File: config.mk
export PLATFORM = sky130hd
export DESIGN_NAME = imem_loader_flat
export DESIGN_NICKNAME = d
export VERILOG_FILES = /design/src/rtl/isa_pkg.sv /design/src/rtl/imem_loader_if.sv /design/src/rtl/byte_packer.sv /design/src/rtl/imem_loader.sv /design/src/flat_wrapper.sv
export SDC_FILE = /design/constraint.sdc
export NUM_CORES = 1
export LEC_CHECK = 0
export ABC_AREA = 0
export BUFFER_PORTS_ARGS = -buffer_cell sky130_fd_sc_hd__clkbuf_2
export CAP_MARGIN = 20
export CELL_PAD_IN_SITES_DETAIL_PLACEMENT = 1
export CELL_PAD_IN_SITES_GLOBAL_PLACEMENT = 1
export CORE_ASPECT_RATIO = 1.1
export CORE_MARGIN = 1
export CORE_UTILIZATION = 40
export CTS_CLUSTER_DIAMETER = 40
export DETAILED_ROUTE_END_ITERATION = 8
export PLACE_DENSITY_LB_ADDON = 0.1
export SYNTH_ARGS = -nofsm -noshare
export SYNTH_HDL_FRONTEND = slang
export SYNTH_HIERARCHICAL = 1
export SYNTH_SLANG_ARGS = --single-unit
File: constraint.sdc
create_clock -name clk -period 3 [get_ports clk]
set_input_delay 0.3 -clock clk [delete_from_list [all_inputs] [get_ports clk]]
set_output_delay 0.3 -clock clk [all_outputs]
set_load 0.05 [all_outputs]
File: src/rtl/isa_pkg.sv
// Shared ISA definitions: opcode encodings, instruction field widths and
// the packed instruction layout used by fetch, decode and the program loader.
package isa_pkg;

  localparam int INSTR_W        = 32;
  localparam int BYTE_W         = 8;
  localparam int BYTES_PER_WORD = INSTR_W / BYTE_W;
  localparam int OPC_W          = 7;
  localparam int REG_W          = 5;
  localparam int IMM_W          = 15;

  typedef enum logic [OPC_W-1:0] {
    OP_NOP = 7'h00,
    OP_ADD = 7'h01,
    OP_SUB = 7'h02,
    OP_AND = 7'h03,
    OP_OR  = 7'h04,
    OP_XOR = 7'h05,
    OP_SHL = 7'h06,
    OP_SHR = 7'h07,
    OP_LDI = 7'h08,
    OP_LD  = 7'h09,
    OP_ST  = 7'h0a,
    OP_BEQ = 7'h0b,
    OP_BNE = 7'h0c,
    OP_JMP = 7'h0d,
    OP_JML = 7'h0e
  } opcode_e;

  // Opcode sits in the MSBs, so the first byte streamed in carries it.
  typedef struct packed {
    opcode_e            opc;
    logic [REG_W-1:0]   rd;
    logic [REG_W-1:0]   rs1;
    logic [IMM_W-1:0]   imm;
  } instr_t;

endpackage

File: src/rtl/imem_loader_if.sv
// Loader link bundle: incoming byte stream (valid/ready) plus the
// program-memory write port driven by the loader.
interface imem_loader_if #(
  parameter int ADDR_W = 8,
  parameter int DATA_W = 32
);
  logic              in_valid;
  logic [7:0]        in_byte;
  logic              in_ready;
  logic              mem_we;
  logic [ADDR_W-1:0] mem_addr;
  logic [DATA_W-1:0] mem_wdata;

  modport slave (
    input  in_valid, in_byte,
    output in_ready, mem_we, mem_addr, mem_wdata
  );

  modport master (
    output in_valid, in_byte,
    input  in_ready, mem_we, mem_addr, mem_wdata
  );
endinterface

File: src/rtl/byte_packer.sv
// Packs a big-endian byte stream into 32-bit words; flags the accept
// that completes a word and exposes the word including that last byte.
module byte_packer
  import isa_pkg::*;
(
  input  logic               clk,
  input  logic               rst_n,
  input  logic               i_clear,
  input  logic               i_accept,
  input  logic [BYTE_W-1:0]  i_byte,
  output logic               o_word_valid,
  output logic [INSTR_W-1:0] o_word
);

  logic [1:0]         r_idx;
  logic [INSTR_W-1:0] r_word;
  logic [INSTR_W-1:0] w_merged;

  always_comb begin
    w_merged = r_word;
    case (r_idx)
      2'd0:    w_merged[31:24] = i_byte;
      2'd1:    w_merged[23:16] = i_byte;
      2'd2:    w_merged[15:8]  = i_byte;
      default: w_merged[7:0]   = i_byte;
    endcase
  end

  always_ff @(posedge clk or negedge rst_n) begin
    if (!rst_n) begin
      r_idx  <= '0;
      r_word <= '0;
    end else if (i_clear) begin
      r_idx  <= '0;
      r_word <= '0;
    end else if (i_accept) begin
      r_idx  <= r_idx + 2'd1;
      r_word <= w_merged;
    end
  end

  assign o_word_valid = i_accept & (r_idx == 2'd3);
  assign o_word       = w_merged;

endmodule

File: src/rtl/imem_loader.sv
// Streams a program image into instruction memory one packed word at a
// time, holding the CPU for the whole load.
module imem_loader
  import isa_pkg::*;
#(
  parameter int ADDR_W = 8,
  parameter int DATA_W = INSTR_W
) (
  input  logic             clk,
  input  logic             rst_n,
  input  logic             i_start,
  input  logic [ADDR_W:0]  i_load_len,
  input  logic             i_abort,
  imem_loader_if.slave     bus,
  output logic             o_cpu_hold,
  output logic             o_busy,
  output logic             o_done
);

  typedef enum logic [1:0] {S_IDLE, S_RECV, S_WRITE, S_DONE} state_e;

  localparam logic [ADDR_W:0] MAX_LEN = {1'b1, {ADDR_W{1'b0}}};

  state_e              r_state;
  logic [ADDR_W:0]     r_len;
  logic [ADDR_W:0]     r_count;
  logic                r_ready;
  logic                r_we;
  logic                r_busy;
  logic                r_done;
  logic [ADDR_W-1:0]   r_addr;
  logic [DATA_W-1:0]   r_wdata;

  logic                w_accept;
  logic                w_clear;
  logic                w_word_valid;
  logic [INSTR_W-1:0]  w_word;
  logic [ADDR_W:0]     w_len_clamped;
  logic [ADDR_W:0]     w_count_inc;

  assign w_accept      = bus.in_valid & r_ready;
  assign w_clear       = i_abort | ((r_state == S_IDLE) & i_start);
  assign w_len_clamped = (i_load_len > MAX_LEN) ? MAX_LEN : i_load_len;
  assign w_count_inc   = r_count + 1'b1;

  byte_packer u_packer (
    .clk          (clk),
    .rst_n        (rst_n),
    .i_clear      (w_clear),
    .i_accept     (w_accept),
    .i_byte       (bus.in_byte),
    .o_word_valid (w_word_valid),
    .o_word       (w_word)
  );

  // Outputs are registered alongside the state they belong to.
  always_ff @(posedge clk or negedge rst_n) begin
    if (!rst_n) begin
      r_state <= S_IDLE;
      r_len   <= '0;
      r_count <= '0;
      r_ready <= 1'b0;
      r_we    <= 1'b0;
      r_busy  <= 1'b0;
      r_done  <= 1'b0;
      r_addr  <= '0;
      r_wdata <= '0;
    end else begin
      r_we   <= 1'b0;
      r_done <= 1'b0;
      case (r_state)
        S_IDLE: begin
          if (i_start) begin
            r_len   <= w_len_clamped;
            r_count <= '0;
            r_busy  <= 1'b1;
            if (w_len_clamped == '0) begin
              r_state <= S_DONE;
              r_done  <= 1'b1;
            end else begin
              r_state <= S_RECV;
              r_ready <= 1'b1;
            end
          end
        end
        S_RECV: begin
          // Abort beats a word-completing byte: nothing gets written.
          if (i_abort) begin
            r_state <= S_IDLE;
            r_ready <= 1'b0;
            r_busy  <= 1'b0;
          end else if (w_word_valid) begin
            r_state <= S_WRITE;
            r_ready <= 1'b0;
            r_we    <= 1'b1;
            r_addr  <= r_count[ADDR_W-1:0];
            r_wdata <= w_word;
          end
        end
        S_WRITE: begin
          r_count <= w_count_inc;
          if (i_abort) begin
            r_state <= S_IDLE;
            r_busy  <= 1'b0;
          end else if (w_count_inc < r_len) begin
            r_state <= S_RECV;
            r_ready <= 1'b1;
          end else begin
            r_state <= S_DONE;
            r_done  <= 1'b1;
          end
        end
        default: begin
          r_state <= S_IDLE;
          r_busy  <= 1'b0;
        end
      endcase
    end
  end

  assign bus.in_ready  = r_ready;
  assign bus.mem_we    = r_we;
  assign bus.mem_addr  = r_addr;
  assign bus.mem_wdata = r_wdata;
  assign o_busy        = r_busy;
  assign o_cpu_hold    = r_busy;
  assign o_done        = r_done;

endmodule
File: src/flat_wrapper.sv
// flat-port wrapper written by rule: the top's interface ports become plain ports
module imem_loader_flat import isa_pkg::*;
#(
  parameter int ADDR_W = 8,
  parameter int DATA_W = INSTR_W
)
  (clk, rst_n, i_start, i_load_len, i_abort, o_cpu_hold, o_busy, o_done, bus_in_valid, bus_in_byte, bus_in_ready, bus_mem_we, bus_mem_addr, bus_mem_wdata);
  imem_loader_if #(.ADDR_W(ADDR_W), .DATA_W(DATA_W)) bus_i ();
  input  logic clk;
  input  logic rst_n;
  input  logic i_start;
  input  logic [ADDR_W:0] i_load_len;
  input  logic i_abort;
  output logic o_cpu_hold;
  output logic o_busy;
  output logic o_done;
  input wire logic [$bits(bus_i.in_valid)-1:0] bus_in_valid;
  input wire logic [$bits(bus_i.in_byte)-1:0] bus_in_byte;
  output wire logic [$bits(bus_i.in_ready)-1:0] bus_in_ready;
  output wire logic [$bits(bus_i.mem_we)-1:0] bus_mem_we;
  output wire logic [$bits(bus_i.mem_addr)-1:0] bus_mem_addr;
  output wire logic [$bits(bus_i.mem_wdata)-1:0] bus_mem_wdata;
  assign bus_i.in_valid = bus_in_valid;
  assign bus_i.in_byte = bus_in_byte;
  assign bus_in_ready = bus_i.in_ready;
  assign bus_mem_we = bus_i.mem_we;
  assign bus_mem_addr = bus_i.mem_addr;
  assign bus_mem_wdata = bus_i.mem_wdata;
  imem_loader #(.ADDR_W(ADDR_W), .DATA_W(DATA_W)) u_core (.clk(clk), .rst_n(rst_n), .i_start(i_start), .i_load_len(i_load_len), .i_abort(i_abort), .bus(bus_i), .o_cpu_hold(o_cpu_hold), .o_busy(o_busy), .o_done(o_done));
endmodule
Word level (Yosys, flattened, before mapping)
Index checks and enable logic that the tools add are counted.
Storage, ports and cells
  input bits: 22
  logic and storage cells: 81
  register bits: 98
  output and inout port bits: 45
Cells by class
  $add $sub $neg: 2
  muxes and demuxes: 36
  magnitude comparators: 2
  bitwise gates (word level): 5
  equal/unequal tests: 11
  reductions and logical operators: 14
Operator list (count)
  $mux 32: 2
  $mux 8: 4
  $mux 9: 2
  $pmux 9 s2: 1
  $mux 2: 8
  $mux 1: 15
  $add 9x1->9 const B: 1
  $gt 9x9->1 const B: 1
  $logic_not 9->1: 1
  $lt 9x9->1: 1
  $reduce_and 2->1: 4
  $eq 2x2->1 const B: 3
  $ne 2x2->1 const B: 3
  $pmux 2 s3: 1
  $reduce_and 6->1: 1
  $eq 2x1->1 const B: 2
  $logic_not 2->1: 2
  $ne 2x1->1 const B: 2
  $pmux 1 s2: 2
  $reduce_bool 2->1: 2
  $and 1x1->1: 3
  $ne 3x3->1 const B: 1
  $pmux 1 s3: 1
  $reduce_and 3->1: 1
  6 further kinds: 6

Depth between registers and ports, before layout
Gate-level depths: netlist of run 1.
  depth after elaboration: 6
  mapped depth: 9
  depth with buffers taken out: 9

Cells and area by module
The synthesis of run 1 kept the hierarchy.
Modules (own cells, without submodules)
  imem_loader: sequential area each 1601.5 um2, area an instance 3017.9 um2, cells each 256, instances 1
  byte_packer: sequential area each 850.8 um2, area an instance 2010.7 um2, cells each 167, instances 1

Least setup slack after synthesis of run 1
Ideal clock, no wire load.
  kind: register to register
  from: register u_core.r_count[0]
  to: register u_core.r_ready, in the netlist u_core/bus.in_ready
  path buffers: 0
  setup time: 0.080 ns
  stages on the path, launching flop included: 10
  path slack: 0.685 ns
  arrival time: 2.235 ns
  path through: dfrtp_1 ha_1 nand2_1 nor3_2 xor2_1 ha_1 a211o_1 nand2b_1 o311a_1 o211ai_2
On the way
  cells in the longest elaborated chain, start to end: 4
Ends and longest elaborated chain
  start: declaration: RTL line imem_loader.sv:26  | logic [ADDR_W:0] r_count;
  start signal: assignment: RTL line imem_loader.sv:101  | r_count <= w_count_inc;
  $add 9x1->9: RTL line imem_loader.sv:44  | assign w_count_inc = r_count + 1'b1;
  $lt 9x9->1: RTL line imem_loader.sv:105  | end else if (w_count_inc < r_len) begin
  $ne 2x1->1 (no source line)
  $reduce_and 6->1 (no source line)
  end signal: assignment: RTL line imem_loader.sv:62  | r_ready <= 1'b0;
  end signal: assignment: RTL line imem_loader.sv:94  | r_ready <= 1'b0;
  end signal: assignment: RTL line imem_loader.sv:107  | r_ready <= 1'b1;
  end: declaration: RTL line imem_loader.sv:27  | logic r_ready;
No other way between the ends.
A chain may end at the register's enable or synchronous reset.

Worst setup path in the final report of run 1
Same ends and word-level chain as after synthesis.

==> impl_metrics.py, run 1 <==
metrics = {
    "status": {
        "status": "finished clean",
    },
    "die": {
        "rows": 42,
        "dieArea_um2": 13020,
        "die_y_um": 119.6,
        "die_x_um": 108.9,
        "initial_core_util_pct": 41.42,
        "core_area_um2": 12140,
        "num_io_pins": 67,
    },
    "clocking": {
        "cts.sinks": 98,
        "tritoncts": "done",
        "cts_buffers": 9,
        "clkTransAtPathRegs_ns": 0.07,
        "cts-root-buf": "clkbuf_16",
        "htree_num_levels": 3,
        "post_cts_buffers": 0,
        "clock_path_buffers": 2,
        "clock_latency_ns": 0.35,
    },
    "final_layout": {
        "synthToLayoutAreaGrowth_pct": 15.20,
        "drive_gt1_share_pct": 27.40,
        "antennaDiodeCount": 0,
        "nets": 525,
        "n_fill_cell": 1297,
    },
    "power_and_ir_drop": {
        "ir_worst_vdd_v": 0.0003576,
        "p_leak_nw": 3.048,
        "pwr-share-seq_pct": 39.8,
        "cellPowerDensity_nw_per_um2": 670.6,
        "p_switching_mw": 1.261,
        "p_comb_share_pct": 27.3,
        "sw_frac_of_total_pct": 32.47,
        "clkPwrFrac_pct": 32.9,
        "p_int_mw": 2.623,
        "finalPower_mw": 3.885,
    },
    "drt": {
        "wl_mm": 11.14,
        "antenna_left": 0,
        "drtIter0Drc": 70,
        "viasPerCell": 5.129,
        "drc": 0,
        "firstDrtPassIters": 4,
        "wl_per_cell_um": 17.32,
        "dr_total_vias": 3298,
    },
    "setup_path": {
        "r2r_start": "u_core/r_count[0]$_DFFE_PN0P_",
        "crit_fanout": 8,
        "cp_num_buf_inv": 0,
        "crit_type": "reg2reg",
        "rr_worst_depth": 9,
        "max_stage_delay_ns": 0.47,
        "rrSetupSlack_ns": 0.41,
        "crit_family": "compound AO/OA/AOI/OAI gates",
        "crit_path_end_kind": "flop",
        "crit_required_ns": 3.27,
        "reg2reg_to": "u_core/bus.in_ready$_DFFE_PN0P_",
        "start_kind": "flop",
        "cpMostUsedCell": "ha_1",
        "cp_slowest_cell": "dfrtp_1",
        "cp-startpoint": "u_core/r_count[0]$_DFFE_PN0P_",
        "cp.depth": 9,
        "critPathCapture": "u_core/bus.in_ready$_DFFE_PN0P_",
        "crit_chain": "ha_1, nand2_1, nor3_2, xor2_1, ha_1, a211o_1, nand2b_1, o311a_1, o211ai_2",
        "critPathArrivalTime_ns": 2.86,
    },
    "grt": {
        "use_met1_pct": 23.91,
        "grt.total_usage_pct": 19.27,
        "first_global_vias": 3627,
        "grtUsageMet3_pct": 3.857,
        "antenna_found_initial": 0,
        "grt_max_degree": 43,
        "grt_pass1_wl_mm": 18.80,
        "gr-total-overflow": 0,
        "top_usage_layer": "met2",
        "grt_use_met2_pct": 31.96,
    },
    "synth": {
        "yosysWarnings": 6,
        "synthCells": 423,
        "ys_types": 47,
        "async_flop_share_pct": 100.0,
        "synth-edff-count": 0,
        "synth_flop_cell": "dfrtp_1",
        "syn_nets": 463,
        "mappedNetlistArea_um2": 5029,
        "seq_area_frac_synth_pct": 48.77,
        "ys_seq_elements": 98,
        "synth_top_area_share_pct": 48.77,
        "avgSynthCellArea_um2": 11.89,
        "synth_area_leader_cell": "dfrtp_1",
        "synth.area.top_cells": "dfrtp_1, mux2_1, mux2_2",
    },
    "sta": {
        "rsz0062_at_grt": "false",
        "slew_viol_final": 0,
        "fmax_ghz": 0.3868,
        "hold_viol": 0,
        "clock_skew_ns": 0.006420,
        "worst_pin_slew_ns": 0.6671,
        "finalSetupViolCount": 0,
        "min_period_over_period_pct": 86.18,
        "finalSetupTns_ns": 0,
        "min_period_ns": 2.586,
        "slew_headroom_pct": 55.43,
    },
    "job": {
        "drv_cap": 0,
    },
    "placed_design": {
        "dp_hpwl_mm": 8.111,
        "port_buffers": 66,
        "place_congestion": 0.7643,
    },
    "worst_hold_path": {
        "hold_path_class": "in2reg",
    },
}
worst min-delay path by stage:
stage	from	to	slack [ns]	cells past startpoint
after global placement	rst_n	u_core/u_packer/r_word[1]$_DFFE_PN0P_	0.34	1
after floorplan	rst_n	u_core/bus.in_ready$_DFFE_PN0P_	0.004	0
after global routing	i_load_len[2]	u_core/r_len[2]$_DFFE_PN0P_	0.22	3
after detailed placement	rst_n	u_core/bus.mem_wdata[1]$_DFFE_PN0P_	0.34	1
after CTS	i_load_len[2]	u_core/r_len[2]$_DFFE_PN0P_	0.19	3
final	i_load_len[2]	u_core/r_len[2]$_DFFE_PN0P_	0.20	3
power by group through the flow:
stage	clock network, mW	registers (mW)	logic, mW
floorplan	0	1.60	0.744
global placement	0	1.56	1.05
detailed placement	0	1.57	1.08
CTS	1.32	1.55	1.08
global route	1.38	1.57	1.19
finish	1.28	1.55	1.06
flip-flops by register name (all words and copies together) (netlist names):
register                flops
u_core/u_packer/r_word     32
u_core/bus.mem_we           1
u_core/bus.mem_addr         8
u_core/r_state              2
u_core/bus.mem_wdata       32
u_core/u_packer/r_idx       2
u_core/bus.in_ready         1
u_core/r_len                9
u_core/o_busy               1
u_core/r_count              9
u_core/o_done               1
worst register-to-register path, stage by stage, from the launching register on:
cell,delay (ns)
dfrtp_1,0.47
ha_1,0.31
nand2_1,0.10
nor3_2,0.17
xor2_1,0.22
ha_1,0.28
a211o_1,0.32
nand2b_1,0.16
o311a_1,0.31
o211ai_2,0.16
cell usage after synthesis, types with 5 or more instances:
master	number
buf_6	6
mux2i_1	34
inv_1	19
nand2b_1	50
mux2_2	34
nor2_1	8
ha_1	18
buf_2	7
o21ai_0	16
xnor2_1	5
mux2_1	38
nand2_1	24
clkbuf_1	6
nand3_1	7
dfrtp_1	98
a32o_1	5
final cells by class:
cell class | instances | area [um2] | area share (%)
Inverter | 19 | 71.32 | 1.231
Timing Repair Buffer | 74 | 395.4 | 6.825
Sequential cell | 98 | 2452 | 42.33
Clock buffer | 11 | 252.7 | 4.363
Tap cell | 154 | 192.7 | 3.326
Multi-Input combinational cell | 283 | 2355 | 40.65
Clock inverter | 4 | 73.82 | 1.274
cells in the final DEF, fill, tap and decap left out, types with 9 or more instances in the layout:
| cell type | instances |
|---|---|
| clkbuf_16 | 9 |
| mux2_1 | 38 |
| nand2b_1 | 50 |
| o21ai_0 | 16 |
| ha_1 | 18 |
| clkbuf_2 | 65 |
| mux2_2 | 34 |
| mux2i_1 | 34 |
| dfrtp_1 | 98 |
| inv_1 | 19 |
| nand2_1 | 23 |
logic make-up (layout without fill, tap and decap cells):
logic type / after synthesis / in the layout / synth area share (%)
AOI/OAI and AO/OA: 42 / 42 / 5.797
xor gates and xnor gates: 8 / 8 / 1.393
adders and majority gates: 18 / 18 / 4.479
buffers and inverters: 42 / 108 / 4.454
DFF: 98 / 98 / 48.77
muxes: 106 / 106 / 22.89
and+or+nand+nor: 109 / 109 / 12.22
routing by layer:
layer / routed length (um) / vias to the layer above / share of wire, %
li1: - / 1579 / -
met1: 4799 / 1640 / 43
met2: 5707 / 63 / 51
met3: 353 / 16 / 3.2
met4: 278 / 0 / 2.5
met5: 0 / - / 0
timing repair:
action | CTS | global route
endpoints found under the setup margin | 0 | 0
gates resized for setup | 0 | 0
endpoints found under the hold margin | 39 | 0
hold buffers | 1 | 0
stage by stage:
step	cells	hold slack, ns	setup slack [ns]	instance area (um2)	util (%)
2_1_floorplan	423	0.004409	0.6851	5029	-
3_3_place_gp	627	0.3401	0.5543	5456	44.95
3_5_place_dp	627	0.3351	0.4398	5456	44.95
4_1_cts	643	0.1874	0.4152	5793	47.72
5_1_grt	643	0.2176	0.2484	5793	47.72
6_report	643	0.1973	0.4145	5793	47.72
Power figures use the tool's default switching activity.
==> run 2: changes to the inputs <==
Settings changed: CORE_MARGIN 1 to 10, CTS_BUF_LIST set to sky130_fd_sc_hd__clkbuf_4 sky130_fd_sc_hd__clkbuf_8 sky130_fd_sc_hd__clkbuf_16.
==> run 2 against run 1 <==
- sequential power barely moved
- clock power barely moved
- via count rose by 0.88%
- first-iteration DRC count rose by 63%
- worst setup slack improved by 0.044 ns
- routed wire length rose by 6.4%
- clock-buffer cell count rose by 1
- die area rose by 34%
==> impl_metrics.py, run 2 (synthesis results as in run 1) <==
metrics = {
    "status": {
        "status": "finished clean",
    },
    "drt": {
        "viasPerCell": 5.182,
        "wl_per_cell_um": 18.46,
        "drc": 0,
        "dr_total_vias": 3327,
        "antenna_left": 0,
        "drtIter0Drc": 114,
        "firstDrtPassIters": 4,
        "wl_mm": 11.85,
    },
    "sta": {
        "finalSetupTns_ns": 0,
        "worst_pin_slew_ns": 0.7750,
        "fmax_ghz": 0.3934,
        "min_period_ns": 2.542,
        "min_period_over_period_pct": 84.73,
        "hold_ws_ns": 0.03124,
        "hold_viol": 0,
        "slew_headroom_pct": 48.33,
        "rsz0062_at_grt": "false",
        "setup_ws_ns": 0.4582,
        "clock_skew_ns": 0.004558,
        "slew_viol_final": 0,
        "finalSetupViolCount": 0,
    },
    "grt": {
        "grt_pass1_wl_mm": 19.90,
        "use_met1_pct": 16.19,
        "antenna_found_initial": 0,
        "gr-total-overflow": 0,
        "top_usage_layer": "met2",
        "grt_max_degree": 59,
        "grt_use_met2_pct": 25.32,
        "grtUsageMet3_pct": 3.806,
        "first_global_vias": 3782,
        "grt.total_usage_pct": 14.28,
    },
    "placed_design": {
        "place_congestion": 0.7636,
        "dp_hpwl_mm": 8.525,
        "port_buffers": 66,
        "preCtsSetupSlack_ns": 0.4941,
        "placed_cell_area_um2": 5461,
    },
    "final_layout": {
        "multi_input_area_um2": 2355,
        "final_common_cell": "dfrtp_1",
        "synthToLayoutAreaGrowth_pct": 15.13,
        "seqCellArea_um2": 2452,
        "n_fill_cell": 1309,
        "antennaDiodeCount": 0,
        "fin_area_um2": 5789,
        "final_cell_mix": "dfrtp_1, clkbuf_2, nand2b_1",
        "nets": 523,
        "drive_gt1_share_pct": 27.46,
    },
    "setup_path": {
        "rr_worst_depth": 9,
        "critPathArrivalTime_ns": 2.81,
        "cpMostUsedCell": "ha_1",
        "crit_chain": "ha_1, nand2_1, nor3_2, xor2_1, ha_1, a211o_1, nand2b_1, o311a_1, o211ai_2",
        "crit_fanout": 8,
        "start_kind": "flop",
        "crit_path_end_kind": "flop",
        "cp_slowest_cell": "dfrtp_1",
        "crit_type": "reg2reg",
        "crit_required_ns": 3.27,
        "max_stage_delay_ns": 0.46,
    },
    "clocking": {
        "clock_path_buffers": 2,
        "cts_buffers": 9,
        "htree_num_levels": 3,
        "hold_buffers": 0,
        "tritoncts": "done",
        "clock_latency_ns": 0.35,
        "clkTransAtPathRegs_ns": 0.07,
        "post_cts_buffers": 0,
        "cts-root-buf": "clkbuf_16",
        "cts.sinks": 98,
        "cts_resized": 0,
    },
    "die": {
        "dieArea_um2": 17460,
        "num_io_pins": 67,
        "initial_core_util_pct": 41.25,
        "die_y_um": 137.6,
        "die_x_um": 126.9,
        "rows": 42,
        "core_area_um2": 12190,
    },
    "worst_hold_path": {
        "hold_path_class": "in2async",
    },
    "power_and_ir_drop": {
        "finalPower_mw": 3.871,
        "p_leak_nw": 3.046,
        "cellPowerDensity_nw_per_um2": 668.6,
        "ir_worst_vdd_v": 0.0004086,
    },
    "job": {
        "drv_cap": 0,
    },
}
==> run 2: cell types whose count changed in the layout (fill, tap and decap cells not counted) <==
cell	change
buf_4	-2
clkbuf_4	+2
buf_12	+1
clkbuf_8	-1
dlygate4sd3_1	-1
==> run 2: where the power goes <==
part	internal [mW]	total (mW)	leakage, nW	switching (mW)
Sequential	1.44	1.54	1.35	0.102
Combinational	0.411	1.05	1.53	0.643
Clock	0.774	1.27	0.164	0.500
==> run 2: final timing paths <==
check / endpoint / slack, ns / startpoint
min in group clk: u_core/r_len[3]$_DFFE_PN0P_ / 0.20 / i_load_len[3]
worst min register to register: u_core/r_len[2]$_DFFE_PN0P_ / 0.48 / u_core/r_len[2]$_DFFE_PN0P_
worst max-delay path: u_core/bus.in_ready$_DFFE_PN0P_ / 0.46 / u_core/r_count[0]$_DFFE_PN0P_
worst min-delay path: u_core/bus.mem_wdata[3]$_DFFE_PN0P_ / 0.03 / rst_n
max in group asynchronous: u_core/bus.mem_we$_DFF_PN0_ / 2.27 / rst_n
worst max register to register: u_core/bus.in_ready$_DFFE_PN0P_ / 0.46 / u_core/r_count[0]$_DFFE_PN0P_
==> run 2: critical path: cells and delay by family, from the launching register on <==
family | cells | cell delay (ns)
fa+ha+maj | 2 | 0.56
compound gates | 3 | 0.78
simple gates | 3 | 0.45
flops | 1 | 0.46
xor+xnor | 1 | 0.21
==> run 2: stage by stage <==
| step | util [%] | cells |
|---|---|---|
| after floorplan | - | 423 |
| after global placement | 44.80 | 626 |
| after detailed placement | 44.80 | 626 |
| after CTS | 47.49 | 642 |
| after global routing | 47.49 | 642 |
| final | 47.49 | 642 |
==> run 2: metal layers <==
metal	share of wire [%]	routed length (um)
met2	52	6145
met4	1.6	190
met1	42	5025
met5	0	0
met3	4.1	488
==> run 2: final cells by class <==
type | instances | share of cell area (%)
clock buffer | 12 | 4.387
clock inverter | 4 | 1.275
inverter | 19 | 1.232
multi-input combinational | 283 | 40.67
sequential | 98 | 42.36
tap | 154 | 3.328
timing repair buffer | 72 | 6.743
